==> config.mk <==
export PLATFORM = sky130hd
export DESIGN_NAME = mem_arbiter
export DESIGN_NICKNAME = d
export VERILOG_FILES = /design/src/rtl/mem_arbiter_pkg.sv /design/src/rtl/mem_arb_pick.sv /design/src/rtl/mem_arbiter.sv
export SDC_FILE = /design/constraint.sdc
export NUM_CORES = 1
export LEC_CHECK = 0
export CORE_MARGIN = 2
export CORE_UTILIZATION = 32
export DETAILED_ROUTE_END_ITERATION = 12
export PLACE_DENSITY_LB_ADDON = 0.2
export SYNTH_ARGS = -nofsm -noshare
export SYNTH_HDL_FRONTEND = slang
export SYNTH_SLANG_ARGS = --single-unit
==> constraint.sdc <==
create_clock -name clk -period 2 [get_ports clk]
set_input_delay 0.6 -clock clk [delete_from_list [all_inputs] [get_ports clk]]
set_output_delay 0.6 -clock clk [all_outputs]
set_load 0.005 [all_outputs]
==> src/rtl/mem_arbiter_pkg.sv <==
// mem_arbiter_pkg: shared parameters for the main-memory arbiter slice.
//   ADDR     - memory word-address width
//   WORD     - memory data width
//   STARVE_W - width of the instruction-port starvation counter
package mem_arbiter_pkg;
    localparam int ADDR     = 16;
    localparam int WORD     = 32;
    localparam int STARVE_W = 4;
endpackage

==> src/rtl/mem_arb_pick.sv <==
// mem_arb_pick: combinational grant selection between the instruction and
// data requesters.
//   i_req, d_req - current requests
//   i_force      - (default build) instruction port must win this cycle
//   last_i       - (MEM_ARB_RR_EN build) instruction port won the last grant
//   i_win, d_win - selected winner, at most one high
// Optional feature macro: MEM_ARB_RR_EN selects alternating priority.
module mem_arb_pick (
    input  logic i_req,
    input  logic d_req,
`ifdef MEM_ARB_RR_EN
    input  logic last_i,
`else
    input  logic i_force,
`endif
    output logic i_win,
    output logic d_win
);
    logic i_pri;

`ifdef MEM_ARB_RR_EN
    // The port that did not win last time gets priority on contention.
    assign i_pri = ~last_i;
`else
    assign i_pri = i_force;
`endif

    always_comb begin
        i_win = i_req & (~d_req | i_pri);
        d_win = d_req & ~i_win;
    end
endmodule

==> src/rtl/mem_arbiter.sv <==
// mem_arbiter: two-port arbiter in front of the single-port main memory.
// Instruction fetch (read only) and data load/store share the memory port;
// one grant per cycle, read data returned to the issuing port one cycle later.
//   clk, rst                      - clock, synchronous active-high reset
//   i_req/i_addr/i_gnt            - instruction request handshake
//   i_rvalid/i_rdata              - instruction read response
//   d_req/d_we/d_addr/d_wdata     - data request
//   d_gnt/d_rvalid/d_rdata        - data grant and read response
//   mem_A/mem_W/mem_D/mem_Q       - memory port (mem_Q is registered read data)
// Optional feature macro: MEM_ARB_RR_EN (alternating priority instead of
// fixed data priority with starvation counter).
module mem_arbiter
    import mem_arbiter_pkg::*;
#(
    parameter int STARVE_LIMIT = 4
) (
    input  logic            clk,
    input  logic            rst,
    input  logic            i_req,
    input  logic [ADDR-1:0] i_addr,
    output logic            i_gnt,
    output logic            i_rvalid,
    output logic [WORD-1:0] i_rdata,
    input  logic            d_req,
    input  logic            d_we,
    input  logic [ADDR-1:0] d_addr,
    input  logic [WORD-1:0] d_wdata,
    output logic            d_gnt,
    output logic            d_rvalid,
    output logic [WORD-1:0] d_rdata,
    output logic [ADDR-1:0] mem_A,
    output logic            mem_W,
    output logic [WORD-1:0] mem_D,
    input  logic [WORD-1:0] mem_Q
);
    logic            i_win, d_win;
    logic [ADDR-1:0] addr_q, addr_d;
    logic [WORD-1:0] wdata_q, wdata_d;
    logic            rd_i_q, rd_i_d;
    logic            rd_d_q, rd_d_d;

`ifdef MEM_ARB_RR_EN
    logic last_i_q, last_i_d;

    mem_arb_pick u_pick (
        .i_req  (i_req),
        .d_req  (d_req),
        .last_i (last_i_q),
        .i_win  (i_win),
        .d_win  (d_win)
    );

    always_comb begin
        last_i_d = last_i_q;
        if (i_gnt)      last_i_d = 1'b1;
        else if (d_gnt) last_i_d = 1'b0;
    end
`else
    logic [STARVE_W-1:0] starve_q, starve_d;
    logic                i_force;

    assign i_force = (starve_q == STARVE_W'(STARVE_LIMIT));

    mem_arb_pick u_pick (
        .i_req   (i_req),
        .d_req   (d_req),
        .i_force (i_force),
        .i_win   (i_win),
        .d_win   (d_win)
    );

    // Counts consecutive cycles the instruction port is waiting.
    always_comb begin
        starve_d = '0;
        if (i_req && !i_gnt) starve_d = starve_q + 1'b1;
    end
`endif

    // Grants are suppressed while reset is high so nothing reaches memory.
    assign i_gnt = i_win & ~rst;
    assign d_gnt = d_win & ~rst;

    // Address/data are combinational in the grant cycle and held otherwise.
    always_comb begin
        addr_d  = addr_q;
        wdata_d = wdata_q;
        if (i_gnt) begin
            addr_d = i_addr;
        end else if (d_gnt) begin
            addr_d  = d_addr;
            wdata_d = d_wdata;
        end
        rd_i_d = i_gnt;
        rd_d_d = d_gnt & ~d_we;
    end

    assign mem_A    = addr_d;
    assign mem_D    = wdata_d;
    assign mem_W    = d_gnt & d_we;
    assign i_rvalid = rd_i_q;
    assign d_rvalid = rd_d_q;
    assign i_rdata  = mem_Q;
    assign d_rdata  = mem_Q;

    always_ff @(posedge clk) begin
        if (rst) begin
            addr_q   <= '0;
            wdata_q  <= '0;
            rd_i_q   <= 1'b0;
            rd_d_q   <= 1'b0;
`ifdef MEM_ARB_RR_EN
            last_i_q <= 1'b1;
`else
            starve_q <= '0;
`endif
        end else begin
            addr_q   <= addr_d;
            wdata_q  <= wdata_d;
            rd_i_q   <= rd_i_d;
            rd_d_q   <= rd_d_d;
`ifdef MEM_ARB_RR_EN
            last_i_q <= last_i_d;
`else
            starve_q <= starve_d;
`endif
        end
    end
endmodule
==> flow_metrics.py <==
metrics = {
    "logic_synthesis": {
        "yosysSeqAreaShare_pct": 34.8,
        "async_reset_ff_share_pct": 0,
        "post_synth.cell_area_avg_sq_um": 8.05,
        "syn_area_sq_um": 3110,
        "yosys_register_bits": 54,
        "synth-warning-count": 0,
        "ys_dominant_reg_cell": "dfxtp_1",
        "syn_inst": 386,
        "postSynthNetCount": 489,
        "synth_cell_type_count": 30,
        "number_of_enable_type_register_cells_in_the_synthesized_netlist": 0,
    },
    "cts": {
        "numClockSinks": 54,
        "clock_tree_from_tritoncts": "yes",
        "h-tree-depth": 2,
        "cts_made_buffers": 5,
        "clkLatencyLatePin_ns": 0.31,
        "cts_root_buf": "clkbuf_8",
        "clkSlewWorstSetupHoldPaths_ns": 0.10,
        "cts.path.max_buffers": 2,
    },
    "global_route": {
        "track_usage_pct": 20.9,
        "grt_start_max_net_pins": 33,
        "global_route_wire_length_before_repair_mm": 17.4,
        "grt-ovfl-total": 0,
        "number_of_antenna_violations_at_the_first_check_in_global_routing": 0,
        "grt_pass1_vias": 3670,
    },
    "job": {
        "drv.max_cap_violation_count": 0,
    },
    "setup_path": {
        "path_type_of_the_worst_setup_path": "flip-flop to primary output",
        "critPathMaxFanout": 5,
        "worst_setup_path_end_kind": "primary output",
        "element_type_at_the_critical_path_start": "flip-flop",
        "worst-endpoint-arrival_ns": 1.86,
        "crit_required_ns": 1.40,
        "r2r_setup_slack_ns": 0.10,
    },
    "status": {
        "violations": "setup timing",
        "run_status": "finished with violations",
    },
    "detailed_routing": {
        "detailroute.via_count": 3514,
        "routed_wire_length_per_instance_um": 16.7,
        "drcViolationCount": 0,
        "vias_per_cell": 4.98,
        "drt_iter0_drc": 78,
        "ant_nets": 0,
        "first_pass_iters": 4,
        "route.final.wire_length_mm": 11.8,
    },
    "floorplan": {
        "chip_height_um": 103,
        "horiz_die_dim_um": 103,
        "area_enclosed_by_the_die_boundary_sq_um": 10500,
        "placement_rows": 35,
        "design.portCount": 218,
        "start_util_pct": 33.3,
        "placeableCoreArea_sq_um": 9330,
    },
    "pwr": {
        "swShare_pct": 29.0,
        "worst_ir_drop_on_vdd_mv": 0.302,
        "combPwrFrac_pct": 31.4,
        "p_per_area_nw_per_um2": 417,
        "power.switching_mw": 0.748,
        "power.static_leakage_nw": 2.50,
        "cell_internal_pwr_mw": 1.83,
        "seqPwrFrac_pct": 44.9,
        "clock_power_share_pct": 23.7,
    },
    "finish": {
        "nNetsFinal": 679,
        "flow.area_growth_from_synthesis_pct": 99.1,
        "diodes": 0,
        "ratio_of_cells_with_drive_above_1_in_the_final_layout_pct": 63.4,
        "layout.cell_area.non_filler_sq_um": 6190,
    },
    "timing": {
        "number_of_max_slew_violations_in_the_final_report": 0,
        "worstMarginPinSlew_ns": 0.455,
        "timing_hold_violations_final": 0,
        "post-route-worst-setup-slack_ns": -0.459,
        "fin_hold_ws_ns": 0.469,
        "rsz0062_at_grt": "yes",
        "clock.fmax_ghz": 0.407,
        "final.setup_skew_ns": 0.00511,
        "timing.slew.headroom_pct": 69.5,
        "finalWorstPathRequiredPeriod_ns": 2.46,
        "min_period_over_period_pct": 123,
        "setup_viol": 51,
    },
    "place": {
        "dpl_cell_area_sq_um": 4970,
        "dp_hpwl_mm": 7.08,
        "port-buffer-count": 121,
        "gp_congestion": 0.800,
    },
    "hold_path": {
        "min_path_type": "flip-flop to flip-flop",
    },
}
## cell usage after synthesis (2+ instances only)
cell,instances,area [sq um]
clkbuf_1,17,63.8
buf_6,4,45.0
nor2_1,5,18.8
a311oi_1,4,35.0
o21ai_0,30,150
ha_1,2,25.0
nand3_1,49,245
a211oi_1,16,120
buf_2,11,55.1
dfxtp_1,54,1080
a21oi_1,32,160
nand2_1,32,120
a31oi_1,16,100
o21ai_1,18,90.1
nand4b_1,2,17.5
inv_1,5,18.8
buf_4,65,488
a311oi_2,12,180
## sequential cells by signal (all words and copies together) (netlist names)
name      count
d_rvalid      1
starve_q      4
i_rvalid      1
addr_q       16
wdata_q      32
## kinds of logic after synthesis
kind of cell / Yosys count / share of synthesized area, %
AO/OA/AOI/OAI: 129 / 27.1
buffers and inverters: 104 / 21.9
AND/OR/NAND/NOR: 95 / 14.9
flip-flops: 54 / 34.8
XOR/XNOR: 2 / 0.564
adder cells (fa/ha/maj): 2 / 0.805
## worst paths after layout
| path | cells after the start | from | end |
|---|---|---|---|
| max | 9 | starve_q[0] | mem_A[12] |
| min | 2 | wdata_q[20] | wdata_q[20] |
| max reg2reg | 12 | starve_q[0] | wdata_q[16] |
| min reg2reg | 2 | wdata_q[20] | wdata_q[20] |
## critical path: stages, from the launching register on
cell and delay (ns):
dfxtp_2 0.35, inv_2 0.04, ha_4 0.17, and4b_4 0.23
buf_6 0.13, buf_8 0.13, buf_12 0.12, o21ai_4 0.16
a31oi_4 0.09, buf_2 0.14
## through the flow
stage | power, mW | instances | setup WS [ns] | utilization, % | TNS [ns]
after floorplan | 1.55 | 386 | -0.125 | - | -1.86
after detailed placement | 1.90 | 645 | -1.08 | 53.3 | -60.71
after CTS | 2.54 | 698 | -0.547 | 61.7 | -19.81
after global routing | 2.71 | 705 | -0.552 | 66.3 | -24.35
after global placement | 1.90 | 645 | -1.04 | 53.3 | -57.59
final | 2.58 | 705 | -0.459 | 66.3 | -19.49
## power by group through the flow
| stage | Combinational (mW) | Clock, mW | Sequential (mW) |
|---|---|---|---|
| 5_1_grt | 0.863 | 0.678 | 1.16 |
| 2_1_floorplan | 0.386 | 0 | 1.16 |
| 3_3_place_gp | 0.732 | 0 | 1.16 |
| 3_5_place_dp | 0.738 | 0 | 1.17 |
| 4_1_cts | 0.741 | 0.641 | 1.15 |
| 6_report | 0.809 | 0.612 | 1.16 |
## area by class of cell
| class | instances | area (sq um) |
|---|---|---|
| Timing Repair Buffer | 282 | 2540 |
| Multi-Input combinational cell | 228 | 2300 |
| Clock inverter | 2 | 15.0 |
| Fill cell | 761 | 3140 |
| Inverter | 5 | 18.8 |
| Tap cell | 129 | 161 |
| Clock buffer | 5 | 68.8 |
| Sequential cell | 54 | 1080 |
## cell usage in the layout (no fill, tap or decap), types with 3 or more instances in the layout
master	netlist	final
buf_6	4	24
nand2_1	32	24
nand3_2	0	27
nand3_4	0	17
nand3_1	49	5
buf_8	0	5
buf_4	65	120
a211oi_2	0	10
buf_12	0	12
o21ai_1	18	7
a211oi_1	16	5
clkbuf_8	0	5
o21ai_4	0	17
nor2_1	5	4
dfxtp_1	54	52
a311oi_1	4	4
a31oi_1	16	3
buf_2	11	46
clkdlybuf4s50_1	0	67
buf_16	0	4
o21ai_2	0	24
inv_2	0	3
a21oi_1	32	31
a311oi_2	12	12
nand2_2	0	8
a31oi_4	0	12
## what timing repair did
action,in CTS,in global routing
gates resized for setup,349,81
cloned,7,1
setup buffers,39,13
hold buffers,0,0
endpoints found under the setup margin,51,52
pin swaps,49,36
## per-layer routing
metal | global-route usage, % | share of wire, % | vias to the layer above
li1 | - | - | 1706
met1 | 23.9 | 40 | 1679
met2 | 39.0 | 53 | 94
met3 | 3.46 | 4.2 | 35
met4 | 7.79 | 2.6 | 0
met5 | 0 | 0 | -
(Power assumes the default switching activity.)
